--- src/rtl/alu_pkg.sv ---
// Shared definitions for the bit-serial ALU controller, the 1-bit slice and the bench.
package alu_pkg;

    typedef enum logic [1:0] {S_IDLE, S_RUN, S_DONE} alu_ser_state_t;

    localparam logic [2:0] ALU_ADD = 3'd0;
    localparam logic [2:0] ALU_SUB = 3'd1;
    localparam logic [2:0] ALU_AND = 3'd2;
    localparam logic [2:0] ALU_OR  = 3'd3;
    localparam logic [2:0] ALU_XOR = 3'd4;

endpackage

--- src/rtl/alu_serial_ctrl_if.sv ---
// Bit-pair bus between the serial controller (master) and one 1-bit ALU slice (slave).
interface alu_serial_ctrl_if;

    logic       alu_op1;
    logic       alu_op2;
    logic       alu_cin;
    logic [2:0] alu_opsel;
    logic       alu_mode;
    logic       alu_result;
    logic       alu_cout;

    modport master (
        output alu_op1, alu_op2, alu_cin, alu_opsel, alu_mode,
        input  alu_result, alu_cout
    );

    modport slave (
        input  alu_op1, alu_op2, alu_cin, alu_opsel, alu_mode,
        output alu_result, alu_cout
    );

endinterface

--- src/rtl/alu_serial_ctrl.sv ---
// Bit-serial initiator for a 1-bit ALU slice: shifts operands out LSB first, chains carry,
// assembles the result word and registers C/Z/O/S flags together with the done pulse.
module alu_serial_ctrl
    import alu_pkg::*;
#(
    parameter int WIDTH = 8
) (
    input  logic               clk,
    input  logic               rst_n,
    input  logic               start,
    input  logic [WIDTH-1:0]   op_a,
    input  logic [WIDTH-1:0]   op_b,
    input  logic [2:0]         opsel,
    input  logic               mode,
    input  logic               cin,
    alu_serial_ctrl_if.master  slice,
    output logic               busy,
    output logic               done,
    output logic [WIDTH-1:0]   result,
    output logic               c_flag,
    output logic               z_flag,
    output logic               o_flag,
    output logic               s_flag
);

    localparam int CW = $clog2(WIDTH);
    localparam logic [CW-1:0] LAST_BIT = CW'(WIDTH - 1);

    alu_ser_state_t   state;
    logic [WIDTH-1:0] a_sh;
    logic [WIDTH-1:0] b_sh;
    // Only WIDTH-1 bits are kept: the newest slice bit is merged in on the fly.
    logic [WIDTH-2:0] r_sh;
    logic [WIDTH-1:0] r_next;
    logic             carry;
    logic [CW-1:0]    cnt;
    logic [2:0]       opsel_q;
    logic             mode_q;
    logic             run;

    assign run = (state == S_RUN);

    assign slice.alu_op1   = run & a_sh[0];
    assign slice.alu_op2   = run & b_sh[0];
    assign slice.alu_cin   = run & carry;
    assign slice.alu_opsel = run ? opsel_q : 3'd0;
    assign slice.alu_mode  = run & mode_q;

    assign r_next = {slice.alu_result, r_sh};

    always_ff @(posedge clk or negedge rst_n) begin
        if (!rst_n) begin
            state   <= S_IDLE;
            a_sh    <= '0;
            b_sh    <= '0;
            r_sh    <= '0;
            carry   <= 1'b0;
            cnt     <= '0;
            opsel_q <= 3'd0;
            mode_q  <= 1'b0;
            busy    <= 1'b0;
            done    <= 1'b0;
            result  <= '0;
            c_flag  <= 1'b0;
            z_flag  <= 1'b0;
            o_flag  <= 1'b0;
            s_flag  <= 1'b0;
        end else begin
            done <= 1'b0;
            case (state)
                S_IDLE, S_DONE: begin
                    if (start) begin
                        state   <= S_RUN;
                        busy    <= 1'b1;
                        a_sh    <= op_a;
                        b_sh    <= op_b;
                        r_sh    <= '0;
                        carry   <= cin;
                        cnt     <= '0;
                        opsel_q <= opsel;
                        mode_q  <= mode;
                    end else begin
                        state <= S_IDLE;
                    end
                end
                S_RUN: begin
                    a_sh  <= {1'b0, a_sh[WIDTH-1:1]};
                    b_sh  <= {1'b0, b_sh[WIDTH-1:1]};
                    r_sh  <= r_next[WIDTH-1:1];
                    carry <= slice.alu_cout;
                    cnt   <= cnt + 1'b1;
                    if (cnt == LAST_BIT) begin
                        // carry still holds the carry into the MSB at this edge.
                        state  <= S_DONE;
                        busy   <= 1'b0;
                        done   <= 1'b1;
                        result <= r_next;
                        c_flag <= slice.alu_cout;
                        o_flag <= mode_q ? 1'b0 : (carry ^ slice.alu_cout);
                        s_flag <= r_next[WIDTH-1];
                        z_flag <= ~|r_next;
                    end
                end
                default: state <= S_IDLE;
            endcase
        end
    end

endmodule

--- src/flat_wrapper.sv ---
// flat-port wrapper written by rule: the top's interface ports become plain ports
module alu_serial_ctrl_flat import alu_pkg::*;
#(
    parameter int WIDTH = 8
)
  (clk, rst_n, start, op_a, op_b, opsel, mode, cin, busy, done, result, c_flag, z_flag, o_flag, s_flag, slice_alu_op1, slice_alu_op2, slice_alu_cin, slice_alu_opsel, slice_alu_mode, slice_alu_result, slice_alu_cout);
  alu_serial_ctrl_if slice_i ();
  input  logic clk;
  input  logic rst_n;
  input  logic start;
  input  logic [WIDTH-1:0] op_a;
  input  logic [WIDTH-1:0] op_b;
  input  logic [2:0] opsel;
  input  logic mode;
  input  logic cin;
  output logic busy;
  output logic done;
  output logic [WIDTH-1:0] result;
  output logic c_flag;
  output logic z_flag;
  output logic o_flag;
  output logic s_flag;
  output wire logic [$bits(slice_i.alu_op1)-1:0] slice_alu_op1;
  output wire logic [$bits(slice_i.alu_op2)-1:0] slice_alu_op2;
  output wire logic [$bits(slice_i.alu_cin)-1:0] slice_alu_cin;
  output wire logic [$bits(slice_i.alu_opsel)-1:0] slice_alu_opsel;
  output wire logic [$bits(slice_i.alu_mode)-1:0] slice_alu_mode;
  input wire logic [$bits(slice_i.alu_result)-1:0] slice_alu_result;
  input wire logic [$bits(slice_i.alu_cout)-1:0] slice_alu_cout;
  assign slice_alu_op1 = slice_i.alu_op1;
  assign slice_alu_op2 = slice_i.alu_op2;
  assign slice_alu_cin = slice_i.alu_cin;
  assign slice_alu_opsel = slice_i.alu_opsel;
  assign slice_alu_mode = slice_i.alu_mode;
  assign slice_i.alu_result = slice_alu_result;
  assign slice_i.alu_cout = slice_alu_cout;
  alu_serial_ctrl #(.WIDTH(WIDTH)) u_core (.clk(clk), .rst_n(rst_n), .start(start), .op_a(op_a), .op_b(op_b), .opsel(opsel), .mode(mode), .cin(cin), .slice(slice_i), .busy(busy), .done(done), .result(result), .c_flag(c_flag), .z_flag(z_flag), .o_flag(o_flag), .s_flag(s_flag));
endmodule
--- config.mk ---
export PLATFORM = sky130hd
export DESIGN_NAME = alu_serial_ctrl_flat
export DESIGN_NICKNAME = d
export VERILOG_FILES = /design/src/rtl/alu_pkg.sv /design/src/rtl/alu_serial_ctrl_if.sv /design/src/rtl/alu_serial_ctrl.sv /design/src/flat_wrapper.sv
export SDC_FILE = /design/constraint.sdc
export NUM_CORES = 1
export LEC_CHECK = 0
export CAP_MARGIN = 20
export CORE_MARGIN = 5
export CORE_UTILIZATION = 36
export CTS_CLUSTER_DIAMETER = 60
export CTS_CLUSTER_SIZE = 30
export DETAILED_ROUTE_END_ITERATION = 8
export GPL_ROUTABILITY_DRIVEN = 0
export SYNTH_ARGS = -nofsm -noshare
export SYNTH_HDL_FRONTEND = slang
export SYNTH_SLANG_ARGS = --single-unit
--- constraint.sdc ---
create_clock -name clk -period 2.4 [get_ports clk]
set_clock_uncertainty 0.15 [all_clocks]
set_input_delay 0.48 -clock clk [delete_from_list [all_inputs] [get_ports clk]]
set_output_delay 0.48 -clock clk [all_outputs]
set_load 0.1 [all_outputs]
==> summary.txt <==
Global route
  – Total track usage: 0.114
  – Largest net degree at the start of global routing: 28
  – Gr ovfl total: 0
  – Initial antenna violation count: 0
  – First-pass GRT wire length: 6510 um
  – Vias in the first global route: 1375

Setup path
  – Worst r2r path cells: 4
  – RR Startpoint: u_core.state[0]
  – R2R Path End: u_core.cnt[0]
  – Setup CP Type: reg2out
  – Crit start category: flip-flop
  – CP Capture Type: output pin
  – Reg-to-reg slack, setup: 0.54 ns
  – Worst-path fanout max: 22
  – WP data arrival: 1.63 ns
  – Required time of the critical path: 1.77 ns

Timing
  – Fin. max-slew vios: 0
  – Max_slew headroom: 0.658
  – Final worst path period need: 2.26 ns
  – Max Fclk: 442 MHz
  – Final Hold Violating Endpoints: 1
  – Worst slew pin tran: 0.513 ns
  – Final setup violation count: 0
  – Unrepaired setup endpoints after global routing: false
  – Fin Hold WS: -0.000325 ns
  – Worst setup margin: 0.137 ns
  – Fin crit share: 0.943
  – Setup TNS: 0 ns

Yosys
  – Top_reg_cell synth: dfrtp_1
  – Yosys reg bits: 46
  – Cell Area, Synth: 1950 um2
  – Top cell type's share of synthesized area: 0.591
  – Syn_area_per_cell: 14.0 um2
  – EDFF count, synth: 0
  – Share of flip-flops with an asynchronous set or reset: 1.00
  – Post-synthesis cell count: 139
  – Yosys top cell by area: dfrtp_1
  – Synthesized Nets: 167
  – Yosys warnings: 0
  – Synth cell types: 22
  – Register area share after synthesis: 0.591
  – Synth top area cells: dfrtp_1, a22o_1, mux2_2, a21o_1, buf_6

Status
  – Failing checks: negative hold slack
  – Status: finished, violations left

Floorplanning
  – Die ar.: 6980 um2
  – Die H: 83.5 um
  – I/O pin count: 47
  – Die width: 83.5 um
  – Site Rows: 26
  – Core Box Area: 5170 um2
  – Initial core utilization: 0.376

Route
  – Met2 WL post-DR: 1900 um
  – Post-Route M1 WL: 1620 um
  – WL per Instance: 14.8 um
  – Drt total wl: 3770 um
  – Top layer in use: met4
  – DRC Markers: 0
  – Via density: 4.96
  – DR WL met3: 237 um
  – Drt initial violations: 35
  – Total number of vias: 1260
  – 1st-pass router iterations: 2
  – Detail Route Antenna Nets: 0

Clock tree
  – Clock transition at path regs: 0.08 ns
  – CTS H-tree depth: 2
  – Worst skew pair latency: 0.29 ns
  – Cts hold-fix bufs: 0
  – CTS root buf: clkbuf_8
  – Post-CTS Resized: 0
  – Total CTS buffers: 5
  – CTS tree: built
  – Buffer levels on the longest clock path: 2
  – Setup repair bufs after CTS: 0
  – CTS sink count: 46

Place
  – Pre-CTS WS: 0.420 ns
  – DP HPWL: 2760 um
  – I/O Buffers: 46

Flow run
  – Max-cap violations: 0

Cells and area
  – Area growth from synthesis to layout: 32.4%
  – Nets: 212
  – Ant diodes: 0
  – Share of cells above drive strength 1: 0.261
  – FILL cells: 457

Worst hold path
  – Hold Path Class: in2async
-- area by class of cell --
type / instances / area, um2 / area share
sequential: 46 / 1150 / 0.447
multi-input combinational: 79 / 689 / 0.267
timing repair buffer: 49 / 526 / 0.204
tap: 70 / 87.6 / 0.0340
clock buffer: 6 / 82.6 / 0.0320
clock inverter: 1 / 30.0 / 0.0117
inverter: 3 / 11.3 / 0.00437
-- worst max-delay path by stage --
stage,end,slack [ns],from
after global routing,slice_alu_opsel[2],0.007,u_core.state[0]
final,slice_alu_cin,0.14,u_core.state[0]
after floorplan,slice_alu_cin,0.17,u_core.state[0]
after global placement,u_core.cnt[0],0.46,start
after detailed placement,slice_alu_cin,0.42,u_core.state[0]
after CTS,slice_alu_cin,0.09,u_core.state[0]
-- Yosys cell counts, types with 2 or more instances --
master / n
nor2_1: 2
nand2_1: 3
buf_6: 6
buf_2: 2
and2_1: 7
a21o_1: 16
nor4_1: 2
dfrtp_1: 46
inv_1: 3
a22o_1: 26
buf_4: 2
ha_1: 2
mux2_1: 2
mux2_2: 12
-- flip-flops by register name (all words and copies together), names as in the netlist, 2 cells and up --
register / count
u_core.cnt: 3
u_core.a_sh: 8
u_core.result: 8
u_core.r_sh: 7
u_core.state: 2
u_core.opsel_q: 3
u_core.b_sh: 8
-- cell families (layout without fill, tap and decap cells) --
family / after synthesis / count (layout) / synth area share
mux: 14 / 14 / 0.0810
buf+inv: 14 / 59 / 0.0559
simple gates: 18 / 18 / 0.0694
fa+ha+maj: 2 / 2 / 0.0129
flops: 46 / 46 / 0.591
compound gates: 44 / 44 / 0.185
xor+xnor: 1 / 1 / 0.00450
-- metal layers --
metal  vias up  global-route usage
met2        32               0.197
li1        598                   -
met5         -                   0
met3         3              0.0454
met1       627               0.134
met4         0              0.0219
-- critical path, stage by stage (launching register included) --
cell and delay [ns]:
dfrtp_1 0.42, nor2b_4 0.46, and2_1 0.26, buf_12 0.19
-- through the flow --
stage	utilization	hold slack [ns]	cells	instance area (um2)
final	0.498	-0.000325	254	2580
after global routing	0.498	0.0328	254	2580
after CTS	0.498	0.0149	254	2580
after detailed placement	0.477	0.315	247	2460
after global placement	0.477	0.310	247	2460
after floorplan	-	0.0344	139	1950
-- cell usage in the layout, fill, tap and decap left out, drive strengths merged --
master	Yosys	layout
dfrtp	46	46
a22o	26	26
buf	10	25
clkdlybuf4s50	0	24
a21o	16	16
mux2	14	14
and2	7	7
clkbuf	1	6
inv	3	3
nand2	3	3
nor2	3	3
nor4	2	2
ha	2	2
nor2b	2	2
nand3b	1	1
o21ai	1	1
xnor2	1	1
o31ai	1	1
bufinv	0	1
Power is left out: the tool's default activity adds up to more than one toggle a clock period on the data nets, which glitch-free logic cannot reach.
